$ cat src/rtl/condicionador_botoes.sv
// -----------------------------------------------------------------------------
// condicionador_botoes
//
// Input-conditioning stage in front of the memory-game top level. Synchronizes,
// debounces and validates the raw pushbuttons so the game only ever sees single,
// stable presses:
//   - button path: 5-state FSM (OCIOSO, FILTRANDO, PRESSIONADO, SOLTANDO,
//     MULTIPLOS) that accepts one-hot presses and rejects multi-button presses;
//   - jogar path: independent 2-state debouncer (SOLTO, APERTADO) that emits
//     a start pulse on the accepted press.
//
// Parameters:
//   DEBOUNCE_CICLOS  consecutive stable cycles to accept a press/release (>= 2)
//   CONT_LARGURA     debounce counter width, 2**CONT_LARGURA > DEBOUNCE_CICLOS
//
// Ports:
//   clock          system clock, rising edge
//   reset          synchronous, active-high reset
//   botoes_in[3:0] raw asynchronous button levels, active-high
//   jogar_in       raw asynchronous start button, active-high
//   botoes_out     debounced one-hot button level (to the game 'botoes')
//   jogada_valida  one-cycle pulse when a single-button press is accepted
//   jogar_out      one-cycle pulse on the debounced rising edge of jogar
//   multiplos      high while a multi-button press is being rejected
//   db_estado      button FSM state code for the 7-segment debug display
// -----------------------------------------------------------------------------

// Two-flop synchronizer for one raw input lane.
module condicionador_botoes_sync (
   input  logic clock,
   input  logic reset,
   input  logic d,
   output logic q
);
   logic [1:0] sync_pipe;

   always_ff @(posedge clock) begin
      if (reset) sync_pipe <= 2'b00;
      else       sync_pipe <= {sync_pipe[0], d};
   end

   assign q = sync_pipe[1];
endmodule

module condicionador_botoes #(
   parameter int DEBOUNCE_CICLOS = 50000,
   parameter int CONT_LARGURA    = 16
) (
   input  logic       clock,
   input  logic       reset,
   input  logic [3:0] botoes_in,
   input  logic       jogar_in,
   output logic [3:0] botoes_out,
   output logic       jogada_valida,
   output logic       jogar_out,
   output logic       multiplos,
   output logic [3:0] db_estado
);
   localparam int NUM_ENTRADAS = 5;
   localparam logic [CONT_LARGURA-1:0] CNT_MAX = CONT_LARGURA'(DEBOUNCE_CICLOS - 1);

   typedef enum logic [2:0] {
      OCIOSO      = 3'd0,
      FILTRANDO   = 3'd1,
      PRESSIONADO = 3'd2,
      SOLTANDO    = 3'd3,
      MULTIPLOS   = 3'd4
   } estado_t;

   typedef enum logic {
      SOLTO    = 1'b0,
      APERTADO = 1'b1
   } estado_jogar_t;

   // ---------------------------------------------------------------------------
   // Synchronizers: lanes 3..0 are the buttons, lane 4 is jogar
   // ---------------------------------------------------------------------------
   logic [NUM_ENTRADAS-1:0] brutos;
   logic [NUM_ENTRADAS-1:0] sinc;
   logic [3:0]              s;
   logic                    s_jogar;

   assign brutos = {jogar_in, botoes_in};

   generate
      for (genvar g = 0; g < NUM_ENTRADAS; g++) begin : g_sync
         condicionador_botoes_sync u_sync (
            .clock (clock),
            .reset (reset),
            .d     (brutos[g]),
            .q     (sinc[g])
         );
      end
   endgenerate

   assign s       = sinc[3:0];
   assign s_jogar = sinc[4];

   // ---------------------------------------------------------------------------
   // Button path
   // ---------------------------------------------------------------------------
   estado_t                 estado;
   logic [3:0]              cand;
   logic [CONT_LARGURA-1:0] cnt;
   logic                    cand_um_quente;

   // cand is never zero while filtering, so this is a pure one-hot test
   assign cand_um_quente = (cand != 4'b0000) && ((cand & (cand - 4'd1)) == 4'b0000);

   always_ff @(posedge clock) begin
      if (reset) begin
         estado        <= OCIOSO;
         cand          <= 4'b0000;
         cnt           <= '0;
         botoes_out    <= 4'b0000;
         jogada_valida <= 1'b0;
         multiplos     <= 1'b0;
      end else begin
         jogada_valida <= 1'b0;
         case (estado)
            OCIOSO: begin
               if (s != 4'b0000) begin
                  cand   <= s;
                  cnt    <= '0;
                  estado <= FILTRANDO;
               end
            end

            FILTRANDO: begin
               if (s != cand) begin
                  // any change (bounce or extra button) restarts from idle
                  estado <= OCIOSO;
                  cnt    <= '0;
               end else if (cnt == CNT_MAX) begin
                  cnt <= '0;
                  if (cand_um_quente) begin
                     estado        <= PRESSIONADO;
                     botoes_out    <= cand;
                     jogada_valida <= 1'b1;
                  end else begin
                     estado    <= MULTIPLOS;
                     multiplos <= 1'b1;
                  end
               end else begin
                  cnt <= cnt + 1'b1;
               end
            end

            PRESSIONADO: begin
               if (s != cand) begin
                  estado <= SOLTANDO;
                  cnt    <= '0;
               end
            end

            SOLTANDO: begin
               // botoes_out keeps cand until the release is confirmed
               if (s == cand) begin
                  estado <= PRESSIONADO;
               end else if (s == 4'b0000) begin
                  if (cnt == CNT_MAX) begin
                     estado     <= OCIOSO;
                     botoes_out <= 4'b0000;
                     cnt        <= '0;
                  end else begin
                     cnt <= cnt + 1'b1;
                  end
               end else begin
                  cnt <= '0;
               end
            end

            MULTIPLOS: begin
               if (s != 4'b0000) begin
                  cnt <= '0;
               end else if (cnt == CNT_MAX) begin
                  estado    <= OCIOSO;
                  multiplos <= 1'b0;
                  cnt       <= '0;
               end else begin
                  cnt <= cnt + 1'b1;
               end
            end

            default: begin
               estado     <= OCIOSO;
               cnt        <= '0;
               botoes_out <= 4'b0000;
               multiplos  <= 1'b0;
            end
         endcase
      end
   end

   assign db_estado = {1'b0, estado};

   // ---------------------------------------------------------------------------
   // Jogar path: level must hold DEBOUNCE_CICLOS cycles in either direction
   // ---------------------------------------------------------------------------
   estado_jogar_t           estado_jogar;
   logic [CONT_LARGURA-1:0] cnt_jogar;

   always_ff @(posedge clock) begin
      if (reset) begin
         estado_jogar <= SOLTO;
         cnt_jogar    <= '0;
         jogar_out    <= 1'b0;
      end else begin
         jogar_out <= 1'b0;
         case (estado_jogar)
            SOLTO: begin
               if (!s_jogar) begin
                  cnt_jogar <= '0;
               end else if (cnt_jogar == CNT_MAX) begin
                  estado_jogar <= APERTADO;
                  cnt_jogar    <= '0;
                  jogar_out    <= 1'b1;
               end else begin
                  cnt_jogar <= cnt_jogar + 1'b1;
               end
            end

            APERTADO: begin
               // release is debounced too, but emits nothing
               if (s_jogar) begin
                  cnt_jogar <= '0;
               end else if (cnt_jogar == CNT_MAX) begin
                  estado_jogar <= SOLTO;
                  cnt_jogar    <= '0;
               end else begin
                  cnt_jogar <= cnt_jogar + 1'b1;
               end
            end

            default: begin
               estado_jogar <= SOLTO;
               cnt_jogar    <= '0;
            end
         endcase
      end
   end
endmodule

$ cat config.mk
export PLATFORM = sky130hd
export DESIGN_NAME = condicionador_botoes
export DESIGN_NICKNAME = d
export VERILOG_FILES = /design/src/rtl/condicionador_botoes.sv
export SDC_FILE = /design/constraint.sdc
export NUM_CORES = 1
export LEC_CHECK = 0
export ABC_AREA = 0
export CORE_ASPECT_RATIO = 1.25
export CORE_MARGIN = 4
export CORE_UTILIZATION = 63
export CTS_CLUSTER_SIZE = 12
export DETAILED_ROUTE_END_ITERATION = 12
export PLACE_DENSITY = 0.83
export SYNTH_ARGS = -nofsm -noshare
export SYNTH_HDL_FRONTEND = slang
export SYNTH_SLANG_ARGS = --single-unit
$ cat constraint.sdc
create_clock -name clock -period 3.7 [get_ports clock]
set_input_delay 0.74 -clock clock [delete_from_list [all_inputs] [get_ports clock]]
set_output_delay 0.74 -clock clock [all_outputs]
set_load 0.005 [all_outputs]
==> run_results.csv <==
group,metric,value,unit
die,coreArea,4130,um^2
outcome,status,"completed",
worst_setup_path,max_stage_delay,0.71,ns
final_layout,final_cell_mix,"57 x dfxtp_1, 47 x nor2_1, 29 x nand2_1",
sta,clock.fmax,415,MHz
global_route,grt.total_usage,0.221,
logic_synthesis,ys_ff_latch,57,
detailed_routing,drt_iter0_drc,148,
clock_tree,clock_latency,0.34,ns
clock_tree,ctsHoldBuffers,0,
clock_tree,clk_path_buf_depth,2,
sta,finalSetupTns,0,ns
logic_synthesis,synth-edff-count,0,
die,start_util,0.656,
worst_setup_path,cp_cell_sequence,"clkdlybuf4s50_1",
logic_synthesis,syn_nets,316,
sta,tightestPinTransition,0.911,ns
logic_synthesis,avgSynthCellArea,8.83,um^2
detailed_routing,wl,5.21,mm
sta,setup_violations,0,
final_layout,n_fill_cell,324,
worst_setup_path,endpoint_kind,"output pin",
global_route,grt_pass1_vias,2070,
final_layout,layout_commonest_cell,"dfxtp_1",
pwr,p_per_area,436,nW/um^2
logic_synthesis,synth.top_cell.area_share,0.421,
clock_tree,clk_pin_slew_worst_paths,0.07,ns
final_layout,area_growth,11.3,%
clock_tree,htree_levels,3,
clock_tree,clock-sinks,57,
sta,rsz0062_at_grt,"false",
logic_synthesis,synth_flop_cell,"dfxtp_1",
final_layout,num_antenna_cells,0,
worst_setup_path,crit_type,"reg -> out",
worst_setup_path,cp_data_arrival_time,1.67,ns
sta,skew,0.0121,ns
global_route,antenna_found_initial,0,
worst_setup_path,rrSetupSlack,1.52,ns
logic_synthesis,synth_area_leader_cell,"dfxtp_1",
worst_hold_path,hp-class,"reg -> reg",
worst_setup_path,cp-startpoint,"estado[1]",
die,num_rows,26,
detailed_routing,vias_per_cell,5.70,
sta,final.period_utilization,0.651,
place,placed_area,2840,um^2
clock_tree,post_cts_buffers,0,
final_layout,fin_area,3020,um^2
pwr,ir_drop,0.000280,V
worst_setup_path,start_kind,"flip-flop",
detailed_routing,vias,2170,
detailed_routing,drc,0,
worst_hold_path,holdCritStartpoint,"g_sync[4].u_sync.sync_pipe[0]",
worst_setup_path,required,2.96,ns
worst_setup_path,r2r-start,"estado[1]",
sta,finalWorstSetupSlack,1.29,ns
clock_tree,cts-root-buf,"clkbuf_8",
global_route,grt_overflow,0,
worst_setup_path,critical_path_buf_inv_count,1,
worst_setup_path,crit_family,"flip-flops",
worst_setup_path,endpoint,"db_estado[1]",
logic_synthesis,synth-async-reset-ratio,0,
worst_setup_path,r2r_end,"cnt[13]",
logic_synthesis,seq_area_frac_synth,0.421,
clock_tree,post_cts_resized,0,
die,die_height,81.3,um
worst_setup_path,cp_slowest_cell,"dfxtp_1",
place,pre_cts_slack,1.53,ns
logic_synthesis,ys_types,57,
sta,hold_viol,0,
die,die_w,66.7,um
global_route,grt_max_degree,20,
place,dp_hpwl,3.60,mm
worst_setup_path,worstRegToRegCells,6,
worst_setup_path,crit_fanout,19,
detailed_routing,first_pass_iters,4,
die,dieArea,5420,um^2
sta,slew_violations,0,
clock_tree,cts_made_buffers,9,
detailed_routing,final_antenna_net_count,0,
clock_tree,cts_tree,"done",
run,drv_cap,0,
worst_setup_path,crit_cells,1,
detailed_routing,wl_per_cell,13.7,um
pwr,p_leak,0.00106,uW
logic_synthesis,netlist_area,2710,um^2
sta,fin_crit,2.41,ns
logic_synthesis,synth_area_leaders,"dfxtp_1 42%, nor2_1 6.5%, xnor2_1 5.2%, xor2_1 5.2%, nand2_1 4.0%",
pwr,power,1310,uW
final_layout,nets,329,
place,port_buffers,16,
logic_synthesis,synthCells,307,
sta,max_slew_margin,0.387,
die,num_io_pins,18,
place,gp_congestion,0.900,
sta,whs,0.437,ns
final_layout,final_layout_size_suffix_gt1_frac,0.0954,
global_route,grt_pass1_wl,9.03,mm
logic_synthesis,yosysWarningCount,0,
[sequential cells by signal (all words and copies together) (netlist names), named ones only]
name and flops:
cnt 16, botoes_out 4, cnt_jogar 16, estado 3, cand 4, multiplos 1
jogar_out 1, g_sync.u_sync.sync_pipe 10, jogada_valida 1
[layer usage]
metal | global-route usage | wire length, um | vias to the layer above | share of wire
met2 | 0.370 | 2590 | 48 | 0.50
met1 | 0.245 | 2300 | 1027 | 0.44
met5 | 0 | 0 | - | 0
met3 | 0.0664 | 195 | 14 | 0.037
met4 | 0.128 | 118 | 0 | 0.023
li1 | - | - | 1081 | -
[worst min path at each step]
stage | to | slack (ns) | cells past startpoint
detailed placement | g_sync[4].u_sync.sync_pipe[1] | 0.42 | 1
finish | g_sync[4].u_sync.sync_pipe[1] | 0.44 | 1
global placement | g_sync[3].u_sync.sync_pipe[1] | 0.42 | 1
floorplan | cnt_jogar[0] | 0.41 | 1
global route | g_sync[1].u_sync.sync_pipe[1] | 0.45 | 1
CTS | g_sync[4].u_sync.sync_pipe[1] | 0.44 | 1
[layout make-up]
type / count / area [um^2] / area share
clock buffer: 9 / 124 / 0.0411
clock inverter: 7 / 55.1 / 0.0183
inverter: 6 / 22.5 / 0.00747
multi-input combinational: 229 / 1440 / 0.476
sequential: 57 / 1140 / 0.378
tap: 56 / 70.1 / 0.0232
timing repair buffer: 17 / 168 / 0.0556
[stage by stage]
stage          std cells   util
5_1_grt              381  0.730
2_1_floorplan        307      -
4_1_cts              381  0.730
3_3_place_gp         365  0.687
6_report             381  0.730
3_5_place_dp         365  0.687
[kinds of logic after synthesis]
| family | count (synthesis) | share of synthesized area |
|---|---|---|
| compound gates | 36 | 0.0983 |
| xor+xnor | 32 | 0.103 |
| fa+ha+maj | 2 | 0.00923 |
| buf+inv | 21 | 0.0494 |
| flops | 57 | 0.421 |
| mux | 5 | 0.0185 |
| other cells | 1 | 0.00138 |
| simple gates | 153 | 0.299 |
[power by group]
| part | leakage, uW | total, uW | switching (uW) | internal [uW] |
|---|---|---|---|---|
| Clock | 0.0000858 | 514 | 268 | 246 |
| Sequential | 0.000462 | 646 | 18.5 | 628 |
| Combinational | 0.000507 | 155 | 92.9 | 61.7 |
| Total | 0.00106 | 1310 | 379 | 936 |
[cells in the mapped netlist, types with 7 or more instances]
cell type,n
nand4_1,9
nand2_1,29
and3_1,7
nand3_1,14
nor2b_1,10
nor2_1,47
a21oi_1,7
xor2_1,16
xnor2_1,16
dfxtp_1,57
No activity file was read; power rests on OpenSTA's default activity.
